### config.mk
export PLATFORM = sky130hd
export DESIGN_NAME = spi_rx_buf_reader
export DESIGN_NICKNAME = d
export VERILOG_FILES = /design/src/rtl/spi_rx_pkg.sv /design/src/rtl/spi_rx_buf_reader.sv
export SDC_FILE = /design/constraint.sdc
export NUM_CORES = 1
export LEC_CHECK = 0
export ABC_AREA = 1
export ABC_CLOCK_PERIOD_IN_PS = 1800
export BUFFER_PORTS_ARGS = -buffer_cell sky130_fd_sc_hd__buf_2
export CORE_MARGIN = 2
export CORE_UTILIZATION = 50
export DETAILED_ROUTE_END_ITERATION = 16
export MAX_ROUTING_LAYER = met4
export PLACE_DENSITY_LB_ADDON = 0.25
export RECOVER_POWER = 25
export SLEW_MARGIN = 20
export SYNTH_ARGS = -nofsm -noshare
export SYNTH_HDL_FRONTEND = slang
export SYNTH_SLANG_ARGS = --single-unit
### constraint.sdc
create_clock -name clk -period 1.8 [get_ports clk]
set_input_delay 0.09 -clock clk [delete_from_list [all_inputs] [get_ports clk]]
set_output_delay 0.09 -clock clk [all_outputs]
set_load 0.05 [all_outputs]
### src/rtl/spi_rx_pkg.sv
// -----------------------------------------------------------------------------
// spi_rx_pkg
// Shared definitions for the SPI receive-buffer read side:
//   - spi_rx_rd_state_e : reader FSM states (IDLE, REQ, CAP, OUT)
//   - SPI_RX_DATAWIDTH  : byte width of the buffer / output stream
//   - SPI_RX_ADDRWIDTH  : buffer address width (depth = 2**ADDRWIDTH)
//   - SPI_RX_RD_LAT     : default read latency, buf_ren rise to buf_rdata valid
//   - SPI_RX_LAT_W      : width of the read-latency counter
// -----------------------------------------------------------------------------
package spi_rx_pkg;

    localparam int SPI_RX_DATAWIDTH = 8;
    localparam int SPI_RX_ADDRWIDTH = 11;
    localparam int SPI_RX_RD_LAT    = 3;
    localparam int SPI_RX_LAT_W     = 4;

    typedef enum logic [1:0] {
        IDLE = 2'd0,
        REQ  = 2'd1,
        CAP  = 2'd2,
        OUT  = 2'd3
    } spi_rx_rd_state_e;

endpackage : spi_rx_pkg

### src/rtl/spi_rx_buf_reader.sv
// -----------------------------------------------------------------------------
// spi_rx_buf_reader
// Read-side controller for the SPI receive block-RAM buffer. Watches the
// buffer's not-empty flag, holds a read request for RD_LAT+1 cycles, captures
// the byte and offers it on a valid/ready stream, then advances the (wrapping)
// read address once the consumer takes it.
//
// Parameters:
//   DATAWIDTH  byte width                      (default 8)
//   ADDRWIDTH  buffer address width            (default 11)
//   RD_LAT     buf_ren rise to data valid      (default 3, legal 1..15)
// Ports:
//   clk, rst       clock, synchronous active-high reset
//   en             1 = drain the buffer; 0 = finish current byte then idle
//   buf_not_empty  buffer holds unread data at buf_raddr
//   buf_ren        read request, held through REQ and CAP
//   buf_raddr      read address, changes only on an output transfer
//   buf_rdata      read data from the buffer
//   out_valid      out_data holds a byte
//   out_ready      consumer accepts the byte
//   out_data       captured byte
//   busy           FSM not in IDLE (decoded from the state register)
//   rd_count       bytes delivered, 16-bit wrapping   (SPI_RX_BUF_RD_CNT_EN)
//   cnt_clr        synchronous clear of rd_count      (SPI_RX_BUF_RD_CNT_EN)
//
// Optional feature: define SPI_RX_BUF_RD_CNT_EN to add the delivered-byte
// counter and its clear input. Without it neither port nor any counter logic
// exists.
// -----------------------------------------------------------------------------
module spi_rx_buf_reader
    import spi_rx_pkg::*;
#(
    parameter int DATAWIDTH = SPI_RX_DATAWIDTH,
    parameter int ADDRWIDTH = SPI_RX_ADDRWIDTH,
    parameter int RD_LAT    = SPI_RX_RD_LAT
) (
    input  logic                 clk,
    input  logic                 rst,
    input  logic                 en,
    input  logic                 buf_not_empty,
    output logic                 buf_ren,
    output logic [ADDRWIDTH-1:0] buf_raddr,
    input  logic [DATAWIDTH-1:0] buf_rdata,
    output logic                 out_valid,
    input  logic                 out_ready,
    output logic [DATAWIDTH-1:0] out_data,
    output logic                 busy
`ifdef SPI_RX_BUF_RD_CNT_EN
    ,
    output logic [15:0]          rd_count,
    input  logic                 cnt_clr
`endif
);

    // Last value of the latency counter before leaving REQ.
    localparam logic [SPI_RX_LAT_W-1:0] LAT_LAST = SPI_RX_LAT_W'(RD_LAT - 1);

    spi_rx_rd_state_e        state_q, state_d;
    logic [SPI_RX_LAT_W-1:0] lat_cnt_q, lat_cnt_d;
    logic [ADDRWIDTH-1:0]    raddr_q, raddr_d;
    logic [DATAWIDTH-1:0]    data_q, data_d;
    logic                    ren_q, ren_d;
    logic                    valid_q, valid_d;
    logic                    xfer;

    assign xfer = valid_q && out_ready;

    always_comb begin
        state_d   = state_q;
        lat_cnt_d = lat_cnt_q;
        raddr_d   = raddr_q;
        data_d    = data_q;

        unique case (state_q)
            IDLE: begin
                if (en && buf_not_empty) begin
                    state_d   = REQ;
                    lat_cnt_d = '0;
                end
            end
            REQ: begin
                lat_cnt_d = lat_cnt_q + 1'b1;
                if (lat_cnt_q == LAT_LAST) begin
                    state_d = CAP;
                end
            end
            CAP: begin
                data_d  = buf_rdata;
                state_d = OUT;
            end
            OUT: begin
                if (xfer) begin
                    raddr_d = raddr_q + 1'b1;
                    // Chain straight into the next request; the one OUT cycle
                    // with buf_ren low re-arms the buffer's enable qualifier.
                    if (en && buf_not_empty) begin
                        state_d   = REQ;
                        lat_cnt_d = '0;
                    end else begin
                        state_d = IDLE;
                    end
                end
            end
            default: state_d = IDLE;
        endcase

        // Registered outputs are decoded from the next state so they line up
        // with the state they belong to.
        ren_d   = (state_d == REQ) || (state_d == CAP);
        valid_d = (state_d == OUT);
    end

    always_ff @(posedge clk) begin
        if (rst) begin
            state_q   <= IDLE;
            lat_cnt_q <= '0;
            raddr_q   <= '0;
            data_q    <= '0;
            ren_q     <= 1'b0;
            valid_q   <= 1'b0;
        end else begin
            state_q   <= state_d;
            lat_cnt_q <= lat_cnt_d;
            raddr_q   <= raddr_d;
            data_q    <= data_d;
            ren_q     <= ren_d;
            valid_q   <= valid_d;
        end
    end

    assign buf_ren   = ren_q;
    assign buf_raddr = raddr_q;
    assign out_valid = valid_q;
    assign out_data  = data_q;
    assign busy      = (state_q != IDLE);

`ifdef SPI_RX_BUF_RD_CNT_EN
    logic [15:0] rd_count_q;

    // Clear wins over a same-cycle transfer.
    always_ff @(posedge clk) begin
        if (rst) begin
            rd_count_q <= '0;
        end else if (cnt_clr) begin
            rd_count_q <= '0;
        end else if (xfer) begin
            rd_count_q <= rd_count_q + 16'd1;
        end
    end

    assign rd_count = rd_count_q;
`endif

endmodule : spi_rx_buf_reader

==> flow_metrics.py <==
metrics = {
    "status": {
        "status": "complete, no violations",
    },
    "die": {
        "core-area_sq_um": 2250,
        "rows": 17,
        "initial_core_util_pct": 53.7,
        "die_area_sq_um": 2830,
        "io_pins": 35,
        "die_w_microns": 53.2,
        "die_h_microns": 53.2,
    },
    "yosys": {
        "ys_types": 21,
        "syn_area_sq_um": 1210,
        "synth_area_leader_cell": "dfxtp_1",
        "yosys_warnings": 0,
        "synthFlopType": "dfxtp_1",
        "synth_edf_count": 0,
        "yosysMostFrequentCell": "nor2_1",
        "synth_seq_cells": 27,
        "synthesis.nets": 177,
        "synth-async-reset-ratio_pct": 0,
        "synth_top_area_share_pct": 44.7,
        "ys_seq_area_share_pct": 44.7,
        "yosys-top-cells-area": "dfxtp_1 45%, nor2_1 9.6%, nand2_1 7.8%",
        "syn_avg_cell_area_sq_um": 7.56,
        "synthCells": 160,
        "synth_common_cells": "31 x nor2_1, 27 x dfxtp_1, 25 x nand2_1, 21 x inv_1, 17 x o21ai_0",
    },
    "worst_setup_path": {
        "crit_fanout": 4,
        "cp_data_arrival_time_ps": 1770,
        "slowest_stage": "dfxtp_1",
        "crit_required_ps": 2010,
        "slowest_delay_ps": 400,
        "setup.worst_path.start_class": "flop",
        "worst-r2r-setup-slack_ps": 240,
        "r2r-end": "buf_ren",
        "path_class": "reg2reg",
        "reg2reg_depth": 8,
        "worstSetupEndpointType": "flop",
        "r2r-start": "lat_cnt_q[0]",
        "worstPathCellList": "inv_1 > ha_1 > a31oi_1 > o21ai_1 > nand2_1 > ha_1 > inv_1 > nor2_1",
    },
    "power_and_ir_drop": {
        "power.internal_w": 0.000724,
        "seqPwrFrac_pct": 64.4,
        "switching_share_pct": 23.9,
        "clockPowerShare_pct": 26.4,
        "ir_worst_vdd_mv": 0.540,
        "power.switching_w": 0.000228,
        "cellLeakagePower_nw": 0.693,
        "cellPowerDensity_nw_per_um2": 646,
        "power_w": 0.000952,
        "combPwrFrac_pct": 9.2,
    },
    "detailed_routing": {
        "wl_per_cell_microns": 10.6,
        "drt-total-wl_mm": 2.43,
        "via_count": 1126,
        "viasPerCell": 4.90,
        "ant_nets": 0,
        "drt_pass1_iterations": 4,
        "drc": 0,
        "drtIter0Drc": 15,
    },
    "place": {
        "post-place-ws_ps": 229,
        "hpwlAfterDp_mm": 1.79,
        "gp_congestion": 0.844,
        "portBuffers": 34,
    },
    "worst_hold_path": {
        "min_path_cells": 3,
        "hp-class": "in2reg",
        "worst_hold_startpoint": "buf_rdata[2]",
        "min_to": "out_data[2]",
    },
    "clocking": {
        "path_clk_slew_ps": 140,
        "cts.sinks": 27,
        "numCtsBuffers": 3,
        "h-tree-depth": 1,
        "clockRootBuffer": "clkbuf_4",
        "insertion_delay_ps": 310,
        "cts_tree": "built",
        "clockBufferDepth": 2,
    },
    "sta": {
        "drv_slew": 0,
        "finalCritPeriodShare_pct": 86.6,
        "tightest_slew_ps": 601,
        "hold_ws_ps": 1.67,
        "fmax_mhz": 642,
        "hold_viol": 0,
        "grt_setup_unrepaired": "false",
        "setup_viol": 0,
        "setup_ws_ps": 241,
        "clock_skew_ps": 10.7,
        "max_slew_margin_pct": 60.1,
        "fin_crit_ps": 1560,
        "setup_tns_ps": 0,
    },
    "grt": {
        "grt_pass1_wl_mm": 4.41,
        "antenna_found_initial": 0,
        "grt_pass1_vias": 1107,
        "grt_start_max_net_pins": 19,
        "globalRoute.totalOverflow": 0,
        "globalRouteTotalUtil_pct": 21.5,
    },
    "final_layout": {
        "layout-drive-gt1-share_pct": 17.8,
        "antennaDiodeCount": 0,
        "fin_nets": 220,
        "syn_to_final_growth_pct": 21.8,
        "fill_cells": 210,
    },
    "job": {
        "max-cap-violations": 0,
    },
}
==> worst max-delay path, delay by kind of cell (launching register included) <==
family	cells	cell delay [ps]
compound gates	2	410
fa+ha+maj	2	410
buf+inv	2	140
flops	1	400
simple gates	2	110
==> worst max-delay path by stage <==
stage                 start  slack [ps]      end  depth (start not counted)
3_3_place_gp   lat_cnt_q[0]         320  buf_ren                          8
3_5_place_dp   lat_cnt_q[0]         230  buf_ren                          8
6_report       lat_cnt_q[0]         240  buf_ren                          8
5_1_grt        lat_cnt_q[0]          50  buf_ren                          8
2_1_floorplan     out_valid          80  buf_ren                          6
4_1_cts        lat_cnt_q[0]         210  buf_ren                          8
==> kinds of logic (layout without fill, tap and decap cells) <==
kind of cell / count (synthesis) / in the layout / share of synthesized area (%)
simple gates: 72 / 72 / 28.9
compound gates: 34 / 34 / 15.0
flops: 27 / 27 / 44.7
buf+inv: 23 / 65 / 7.34
fa+ha+maj: 4 / 4 / 4.14
==> flip-flops by register name (all words and copies together), names as in the netlist <==
register and flops:
out_data 8, lat_cnt_q 4, state_q 2, buf_raddr 11, buf_ren 1, out_valid 1
==> cells in the final DEF (no fill, tap or decap) <==
master	n
nor2_1	31
dfxtp_1	27
nand2_1	25
buf_2	22
inv_1	21
o21ai_0	16
a21oi_1	13
clkbuf_1	13
dlygate4sd3_1	5
nand3_1	4
ha_1	4
clkbuf_4	3
nand3_4	2
nor2_4	2
nor3_1	2
or2_2	2
a31oi_1	1
o21ai_1	1
o31ai_1	1
nand2_2	1
nor2_8	1
a31o_2	1
nand4_1	1
o21ai_2	1
and3_1	1
buf_4	1
==> per-layer routing <==
metal  wire length [microns]  global-route usage, %  up-vias
li1                        -                      -      599
met1                    1140                   25.4      501
met2                    1180                   38.3       24
met3                      93                   2.54        2
met4                      17                   6.41        0
met5                       0                      -        -
==> power by group through the flow <==
stage,sequential (W),clock (W),combinational (W)
floorplan,0.000637,0,0.0000421
global placement,0.000625,0,0.0000762
detailed placement,0.000626,0,0.0000790
CTS,0.000613,0.000260,0.0000874
global route,0.000615,0.000277,0.0000990
finish,0.000613,0.000252,0.0000871
==> area by class of cell <==
type | instances | area (sq um) | area share, %
multi-input combinational | 110 | 581 | 39.4
inverter | 21 | 78.8 | 5.35
clock buffer | 4 | 26.3 | 1.78
sequential | 27 | 541 | 36.7
timing repair buffer | 40 | 213 | 14.4
tap | 28 | 35.0 | 2.38
==> what timing repair did <==
action                                  in CTS  in global routing
hold buffers                                 5                  0
hold endpoints to repair                     5                  0
gates resized for setup                      0                  1
endpoints found under the setup margin       0                  1
buffers inserted                             0                  0
==> stage by stage <==
step	util, %	instances	instance area (sq um)
2_1_floorplan	-	160	1210
3_3_place_gp	62.7	221	1410
3_5_place_dp	62.7	221	1410
4_1_cts	66.0	230	1490
5_1_grt	65.4	230	1470
6_report	65.4	230	1470
Note: power is estimated with default switching activity, not from simulation.
